$ cat config.mk
export PLATFORM = sky130hd
export DESIGN_NAME = mul_sequencer
export DESIGN_NICKNAME = d
export VERILOG_FILES = /design/src/rtl/mul_sequencer.sv
export SDC_FILE = /design/constraint.sdc
export NUM_CORES = 1
export LEC_CHECK = 0
export ABC_CLOCK_PERIOD_IN_PS = 4000
export CAP_MARGIN = 10
export CELL_PAD_IN_SITES_DETAIL_PLACEMENT = 0
export CELL_PAD_IN_SITES_GLOBAL_PLACEMENT = 2
export CORE_UTILIZATION = 39
export CTS_CLUSTER_SIZE = 12
export DETAILED_ROUTE_END_ITERATION = 8
export DONT_BUFFER_PORTS = 1
export PLACE_DENSITY_LB_ADDON = 0.1
export SLEW_MARGIN = 20
export SYNTH_ARGS = -nofsm -noshare
export SYNTH_HDL_FRONTEND = slang
export SYNTH_SLANG_ARGS = --single-unit
$ cat constraint.sdc
create_clock -name clk -period 4 [get_ports clk]
set_clock_uncertainty 0.2 [all_clocks]
set_input_delay 0.6 -clock clk [delete_from_list [all_inputs] [get_ports clk]]
set_output_delay 0.6 -clock clk [all_outputs]
set_load 0.02 [all_outputs]
$ cat src/rtl/mul_sequencer.sv
// ============================================================================
//  Module      : mul_sequencer
//  Description : 16x16 shift-add multiplier, signed or unsigned, with
//                flush, overflow flag and a held 32-bit product register.
//  Revision    : 1.0  initial release
// ============================================================================
`default_nettype none

module mul_sequencer (
    input  logic        clk,
    input  logic        rst,
    input  logic        start,
    input  logic        flush,
    input  logic        sign,
    input  logic [15:0] opA,
    input  logic [15:0] opB,
    output logic        busy,
    output logic        done,
    output logic [15:0] prodHi,
    output logic [15:0] prodLo,
    output logic        ovf
);

    localparam int unsigned W = 16;

    localparam logic [1:0] S_IDLE = 2'd0;
    localparam logic [1:0] S_RUN  = 2'd1;
    localparam logic [1:0] S_FIX  = 2'd2;
    localparam logic [1:0] S_DONE = 2'd3;

    logic [1:0]     state_q, state_d;
    logic [3:0]     cnt_q, cnt_d;
    logic [W-1:0]   mcand_q, mcand_d;
    logic [W-1:0]   acc_q, acc_d;
    logic [W-1:0]   mq_q, mq_d;
    logic           neg_q, neg_d;
    logic           sgn_q, sgn_d;
    logic [2*W-1:0] prod_q, prod_d;
    logic           ovf_q, ovf_d;

    logic           w_accept;
    logic           w_last;
    logic [W-1:0]   w_abs_a;
    logic [W-1:0]   w_abs_b;
    logic [W-1:0]   w_addend;
    logic [W:0]     w_sum;
    logic [2*W-1:0] w_step;
    logic [2*W-1:0] w_neg;
    logic [2*W-1:0] w_res;
    logic           w_ovf;

    assign w_accept = ((state_q == S_IDLE) || (state_q == S_DONE)) && start && !flush;
    assign w_last   = (cnt_q == 4'd15);

    // ------------------------------------------------------------------
    // State register
    // ------------------------------------------------------------------
    always_ff @(posedge clk or posedge rst) begin
        if (rst) begin
            state_q <= S_IDLE;
        end else begin
            state_q <= state_d;
        end
    end

    // ------------------------------------------------------------------
    // Next-state logic; flush overrides everything
    // ------------------------------------------------------------------
    always_comb begin
        state_d = state_q;
        if (flush) begin
            state_d = S_IDLE;
        end else begin
            case (state_q)
                S_IDLE:  if (w_accept) state_d = S_RUN;
                S_RUN:   if (w_last)   state_d = neg_q ? S_FIX : S_DONE;
                S_FIX:   state_d = S_DONE;
                S_DONE:  state_d = w_accept ? S_RUN : S_IDLE;
                default: state_d = S_IDLE;
            endcase
        end
    end

    // ------------------------------------------------------------------
    // State-decoded outputs
    // ------------------------------------------------------------------
    always_comb begin
        busy = 1'b0;
        done = 1'b0;
        case (state_q)
            S_RUN:   busy = 1'b1;
            S_FIX:   busy = 1'b1;
            S_DONE:  done = 1'b1;
            default: begin
                busy = 1'b0;
                done = 1'b0;
            end
        endcase
    end

    // ------------------------------------------------------------------
    // Datapath. Magnitudes are 16-bit unsigned, so 0x8000 keeps its
    // full magnitude instead of wrapping back to a negative value.
    // ------------------------------------------------------------------
    assign w_abs_a  = (sign && opA[W-1]) ? (~opA + 16'd1) : opA;
    assign w_abs_b  = (sign && opB[W-1]) ? (~opB + 16'd1) : opB;
    assign w_addend = mq_q[0] ? mcand_q : '0;
    assign w_sum    = {1'b0, acc_q} + {1'b0, w_addend};
    assign w_step   = {w_sum, mq_q[W-1:1]};
    assign w_neg    = ~{acc_q, mq_q} + 32'd1;
    assign w_res    = (state_q == S_FIX) ? w_neg : w_step;
    assign w_ovf    = sgn_q ? (w_res[2*W-1:W] != {W{w_res[W-1]}})
                            : (w_res[2*W-1:W] != '0);

    always_comb begin
        cnt_d   = cnt_q;
        mcand_d = mcand_q;
        acc_d   = acc_q;
        mq_d    = mq_q;
        neg_d   = neg_q;
        sgn_d   = sgn_q;
        prod_d  = prod_q;
        ovf_d   = ovf_q;
        if (w_accept) begin
            mcand_d = w_abs_a;
            mq_d    = w_abs_b;
            acc_d   = '0;
            cnt_d   = 4'd0;
            neg_d   = sign & (opA[W-1] ^ opB[W-1]);
            sgn_d   = sign;
        end else if (!flush) begin
            case (state_q)
                S_RUN: begin
                    {acc_d, mq_d} = w_step;
                    cnt_d         = cnt_q + 4'd1;
                end
                S_FIX: begin
                    {acc_d, mq_d} = w_neg;
                end
                default: begin
                    cnt_d = cnt_q;
                end
            endcase
        end
        // Result register only changes on the transition into DONE
        if (state_d == S_DONE) begin
            prod_d = w_res;
            ovf_d  = w_ovf;
        end
    end

    always_ff @(posedge clk or posedge rst) begin
        if (rst) begin
            cnt_q   <= 4'd0;
            mcand_q <= '0;
            acc_q   <= '0;
            mq_q    <= '0;
            neg_q   <= 1'b0;
            sgn_q   <= 1'b0;
            prod_q  <= '0;
            ovf_q   <= 1'b0;
        end else begin
            cnt_q   <= cnt_d;
            mcand_q <= mcand_d;
            acc_q   <= acc_d;
            mq_q    <= mq_d;
            neg_q   <= neg_d;
            sgn_q   <= sgn_d;
            prod_q  <= prod_d;
            ovf_q   <= ovf_d;
        end
    end

    assign prodHi = prod_q[2*W-1:W];
    assign prodLo = prod_q[W-1:0];
    assign ovf    = ovf_q;

endmodule

`default_nettype wire

==> results of run 1 <==
placed cells by master, fill, tap and decap left out, types with 23 or more instances in the layout:
| master | instances |
|---|---|
| a21oi_1 | 48 |
| and2_1 | 24 |
| buf_4 | 34 |
| dfrtp_1 | 88 |
| ha_1 | 23 |
| nand2_1 | 62 |
| nor2_1 | 69 |
| o21ai_0 | 48 |
| xnor2_1 | 30 |
| xor2_1 | 28 |
through the flow:
stage	hold WS, ns	instances	utilization, %	worst slack (ns)	total power, mW
floorplan	0.238	702	-	0.316	4.00
finish	0.115	902	44.5	0.260	6.01
detailed placement	0.263	885	42.4	0.203	5.14
global placement	0.260	885	42.4	0.282	5.09
global route	0.107	902	44.5	0.106	6.47
CTS	0.0975	902	44.4	0.170	6.04
final timing paths:
kind | end | cells past startpoint | startpoint | slack, ns
max in group asynchronous | mq_q[0]$_DFFE_PP0P_ | 3 | rst | 2.14
max | ovf$_DFFE_PP0N_ | 12 | mq_q[0]$_DFFE_PP0P_ | 0.26
min | state_q[0]$_DFF_PP0_ | 1 | flush | 0.11
min in group asynchronous | cnt_q[3]$_DFFE_PP0P_ | 2 | rst | 0.51
min reg2reg | mcand_q[15]$_DFFE_PP0P_ | 2 | mcand_q[15]$_DFFE_PP0P_ | 0.27
max reg2reg | ovf$_DFFE_PP0N_ | 12 | mq_q[0]$_DFFE_PP0P_ | 0.26
per-layer routing:
metal  global-route usage (%)  vias up  part of all wire [%]
met1                     32.7     2522                    49
met3                     4.02       18                   4.3
li1                         -     2566                     -
met4                     5.95        0                   1.3
met5                        0        -                     0
met2                     35.0      123                    45
area by class of cell:
class                           count  share of cell area [%]
Clock buffer                        9                    3.33
Clock inverter                      7                    1.15
Inverter                           16                   0.907
Multi-Input combinational cell    558                    54.2
Sequential cell                    89                    33.0
Tap cell                          188                    3.48
Timing Repair Buffer               35                    3.93
power by group:
part / leakage, nW / switching [mW] / internal, mW / total, mW
Clock: 0.144 / 0.431 / 0.444 / 0.875
Sequential: 1.09 / 0.674 / 1.32 / 1.99
Combinational: 1.58 / 1.80 / 1.34 / 3.14
logic make-up (layout without fill, tap and decap cells):
group           Yosys count  in the layout  share of synthesized area (%)
compound gates          182            182                           19.4
buf+inv                  55             67                           3.43
xor+xnor                 58             58                           8.33
mux                      32             32                           5.52
simple gates            261            261                           21.6
fa+ha+maj                25             25                           5.25
flops                    89             89                           36.5
flip-flops by register name, indices dropped and copies added (netlist names):
register	count
prod_q	32
acc_q	16
mcand_q	16
mq_q	16
cnt_q	4
state_q	2
neg_q	1
ovf	1
sgn_q	1
what timing repair did:
| action | CTS | global route |
|---|---|---|
| hold buffers | 1 | 0 |
| gates resized for setup | 0 | 1 |
| buffers inserted | 0 | 0 |
| hold endpoints to repair | 24 | 0 |
| setup endpoints to repair | 0 | 1 |
==> metrics.md, run 1 <==
| Metric | Value |
|---|---|
| Crit Path Category | `reg2reg` |
| Worst-skew pair later-pin latency | `0.35 ns` |
| Most frequent cell after synthesis | `dfrtp_1` |
| Rows | `45` |
| TritonCTS clock tree | `yes` |
| Syn avg cell area | `8.69 um^2` |
| First-pass DRT Iterations | `4` |
| Placer congestion estimate | `0.866` |
| Post-synth EDFFs | `0` |
| VDD IR max | `0.383 mV` |
| FMAX | `0.267 GHz` |
| FF+latch count, synth | `89` |
| Top cell type's share of synthesized area | `36.5%` |
| Initial core utilization | `40.1%` |
| Max Fanout on Critical Path | `20` |
| Multi-input logic area | `3660 um^2` |
| Largest delay share family, worst path | `compound AO/OA/AOI/OAI gates` |
| Pwr dens | `889 nW/um^2` |
| Total wire length | `17600 um` |
| Final Max Tran Viols | `0` |
| Yosys cell types | `60` |
| Slowest cell delay on critical path | `0.52 ns` |
| Fillers | `1544` |
| Max_cap viols | `0` |
| Clock buffer count from CTS | `9` |
| Fin area | `6760 um^2` |
| # IOs | `72` |
| DP Area | `6440 um^2` |
| Register Area | `2230 um^2` |
| CP max stage cell | `dfrtp_2` |
| Area growth syn-to-layout | `10.8%` |
| Crit end category | `register` |
| Worst path arrival time | `3.77 ns` |
| Fraction of layout cells with a size suffix above 1 | `10.9%` |
| Crit path required time | `4.04 ns` |
| Vert. Die Dim | `127 um` |
| Overflow left after global routing | `0` |
| Die W | `127 um` |
| Leakage power | `2.82 nW` |
| Core box area | `15200 um^2` |
| Dominant synthesized flop cell | `dfrtp_1` |
| Syn Inst Count | `702` |
| Vias in the first global route | `5159` |
| Synthesized area | `6100 um^2` |
| Antenna violations before repair | `0` |
| Yosys top cell by area | `dfrtp_1` |
| TNS Setup | `0 ns` |
| Fin crit period | `3.74 ns` |
| Clock Tree Buf Depth | `2` |
| IO Port Bufs | `0` |
| Final Hold Fails | `0` |
| Avg WL per Cell | `19.5 um` |
| Outcome | `completed` |
| Die area | `16100 um^2` |
| ANT cells | `0` |
| Antenna Violating Nets Remaining | `0` |
| Async S/R FF share, synth | `100%` |
| Synth top area cells | `dfrtp_1, ha_1, xnor2_1, nor2_1, xor2_1` |
| Residual DRC | `0` |
| Via count | `5229` |
| Worst-path cell chain | `and2_1 -> ha_1 -> and3_1 -> a2111oi_0 -> buf_4 -> o2111ai_1 -> a31oi_1 -> xor2_1 -> o21ai_0 -> or3_1 -> a211oi_2 -> a21oi_1` |
| Root buffer cell | `clkbuf_16` |
| Initial drt markers | `341` |
| Vias/cell | `5.80` |
| Worst-Margin Slew | `0.630 ns` |
| RSZ-0062 raised after global routing | `no` |
| Final nets | `771` |
| H-tree levels | `3` |
| Relative slew slack | `58.0%` |
| Fin crit share | `93.5%` |
| Clock tree sinks | `89` |
| Worst-path clk slew | `0.08 ns` |
| Sequential element share of the synthesized area | `36.5%` |
| Largest net degree at the start of global routing | `43` |
| Synth top cells by count | `dfrtp_1, nor2_1, nand2_1, a21oi_1, o21ai_0` |
| HPWL Detailed | `13400 um` |
| Crit start category | `register` |
| GRT Util Overall | `22.7%` |
| Yosys synthesis warning count | `0` |
| First-pass GRT wire length | `28200 um` |
| Syn_nets | `764` |
| Tightest Hold Check Type | `in2reg` |
| Final setup violation count | `0` |
| CP Buf/Inv Count | `1` |
Power figures use the tool's default switching activity.
==> run 2, diff against run 1 <==
--- a/config.mk
+++ b/config.mk
@@ -5,7 +5,7 @@
 export SDC_FILE = /design/constraint.sdc
 export NUM_CORES = 1
 export LEC_CHECK = 0
-export ABC_CLOCK_PERIOD_IN_PS = 4000
+export ABC_CLOCK_PERIOD_IN_PS = 3560
 export CAP_MARGIN = 10
 export CELL_PAD_IN_SITES_DETAIL_PLACEMENT = 0
 export CELL_PAD_IN_SITES_GLOBAL_PLACEMENT = 2
==> constraint.sdc (replaced) <==
create_clock -name clk -period 3.56 [get_ports clk]
set_clock_uncertainty 0.2 [all_clocks]
set_input_delay 0.534 -clock clk [delete_from_list [all_inputs] [get_ports clk]]
set_output_delay 0.534 -clock clk [all_outputs]
set_load 0.02 [all_outputs]
==> run 2 against run 1 <==
Compared with the run above:
- the flow now finishes with violations (hold timing)
- setup slack got worse by 0.074 ns
- die area did not move
- via count rose by 1.4%
- largest cell class unchanged
==> metrics.md, run 2 (synthesized netlist as in run 1, its figures left out) <==
| Metric | Value |
|---|---|
| First-pass DRT Iterations | `5` |
| Crit path required time | `3.60 ns` |
| Most frequent cells in the layout | `dfrtp_1, nor2_1, nand2_1, buf_4, a21oi_1` |
| HPWL Detailed | `14000 um` |
| Vias/cell | `5.73` |
| Via count | `5300` |
| Failing checks | `hold timing` |
| Clock buffer count from CTS | `9` |
| Grt peak-use layer | `met2` |
| Initial core utilization | `40.1%` |
| RSZ-0062 raised after global routing | `no` |
| Global-route track usage on met1 | `32.5%` |
| Largest Register | `prod_q` |
| FMAX | `0.296 GHz` |
| Outcome | `complete, but fails checks` |
| Vert. Die Dim | `127 um` |
| Hold Buf Count CTS | `0` |
| Root buffer cell | `clkbuf_16` |
| GRT Util Overall | `23.8%` |
| Avg WL per Cell | `19.6 um` |
| Fin crit share | `94.8%` |
| Tightest Hold Check Type | `in2async` |
| TritonCTS clock tree | `yes` |
| Largest net degree at the start of global routing | `46` |
| Final Max Tran Viols | `0` |
| IO Port Bufs | `0` |
| Fillers | `1478` |
| Max Fanout on Critical Path | `7` |
| Crit end category | `register` |
| Clock tree sinks | `89` |
| Register Area | `2230 um^2` |
| Overflow left after global routing | `0` |
| Met2 Use GR | `38.3%` |
| TNS Setup | `0 ns` |
| ANT cells | `0` |
| Worst path arrival time | `3.42 ns` |
| Hold slack final | `-0.00528 ns` |
| Initial drt markers | `381` |
| Pre-CTS WS | `0.0297 ns` |
| Max_cap viols | `0` |
| Multi-input logic area | `3750 um^2` |
| Placer congestion estimate | `0.871` |
| Max reg flops | `32` |
| H-tree levels | `3` |
| Met3 Use GR | `5.49%` |
| Core box area | `15200 um^2` |
| Leakage power | `2.94 nW` |
| Final setup violation count | `0` |
| Most common library cell in the layout ignoring fill and taps | `dfrtp_1` |
| Fin area | `7000 um^2` |
| Antenna Violating Nets Remaining | `0` |
| Worst-path clk slew | `0.07 ns` |
| Residual DRC | `0` |
| DP Area | `6580 um^2` |
| Crit start category | `register` |
| Vias in the first global route | `5312` |
| Final nets | `794` |
| Clock Tree Buf Depth | `2` |
| Total wire length | `18200 um` |
| Worst-skew pair later-pin latency | `0.36 ns` |
| Rows | `45` |
| Pwr dens | `1010 nW/um^2` |
| Slowest cell delay on critical path | `0.52 ns` |
| Die area | `16100 um^2` |
| Worst-Margin Slew | `0.832 ns` |
| Final Hold Fails | `6` |
| Antenna violations before repair | `0` |
| Area growth syn-to-layout | `14.8%` |
| Crit Path Category | `reg2reg` |
| # IOs | `72` |
| CP max stage cell | `or4_4` |
| Fraction of layout cells with a size suffix above 1 | `15.9%` |
| VDD IR max | `0.306 mV` |
| Fin crit period | `3.37 ns` |
| Die W | `127 um` |
| Worst-path cell chain | `buf_4 -> inv_1 -> ha_2 -> nand2b_4 -> or3_4 -> or4_4 -> a31oi_2 -> and4bb_1 -> nand4_1 -> or3_1 -> a211oi_2 -> a21oi_1` |
| First-pass GRT wire length | `29600 um` |
| Relative slew slack | `44.5%` |
| Final worst slack | `0.186 ns` |
==> run 2: cell type report <==
cell class	count	area share, %
multi-input cells	558	53.6
flip-flops and latches	89	31.8
repair buffers	58	6.22
well taps	188	3.36
clock buffers	9	3.22
clock inverters	7	0.894
inverters	16	0.876
==> run 2: worst max-delay path, delay by kind of cell, from the launching register on <==
family	cells	cell delay, ns
AOI/OAI and AO/OA	3	0.51
adders and majority gates	1	0.22
buffers and inverters	2	0.23
DFF	1	0.42
and+or+nand+nor	6	1.67
==> run 2: final timing paths <==
path | slack, ns | cells after the start | to | start
worst max-delay path | 0.19 | 12 | ovf$_DFFE_PP0N_ | mq_q[0]$_DFFE_PP0P_
worst min-delay path | -0.005 | 1 | state_q[0]$_DFF_PP0_ | rst
worst max register to register | 0.19 | 12 | ovf$_DFFE_PP0N_ | mq_q[0]$_DFFE_PP0P_
worst min register to register | 0.27 | 2 | mcand_q[0]$_DFFE_PP0P_ | mcand_q[0]$_DFFE_PP0P_
max in group asynchronous | 2.34 | 2 | prod_q[14]$_DFFE_PP0N_ | rst
min in group clk | 0.05 | 1 | state_q[0]$_DFF_PP0_ | flush
==> run 2: per-stage QoR <==
step,utilization (%),hold slack [ns],std cells,power (mW)
2_1_floorplan,-,0.238,702,4.50
3_3_place_gp,43.3,0.262,903,5.93
3_5_place_dp,43.3,0.266,903,5.97
4_1_cts,45.2,0.0233,919,6.95
5_1_grt,46.0,0.0448,925,7.65
6_report,46.0,-0.00528,925,7.10
==> run 2: repair_timing <==
item	in CTS	in global routing
setup endpoints to repair	1	2
setup buffers	0	6
gates resized for setup	1	18
pin swaps	0	6
==> run 2: routing by layer <==
metal	wire length, um	part of all wire (%)
met1	8620	47
met2	8410	46
met3	888	4.9
met4	252	1.4
met5	0	0
==> run 2: where the power goes <==
group          total, mW  internal, mW  switching (mW)
sequential          2.20          1.48           0.712
combinational       3.95          1.76            2.19
clock              0.949         0.487           0.462
total               7.10          3.73            3.37
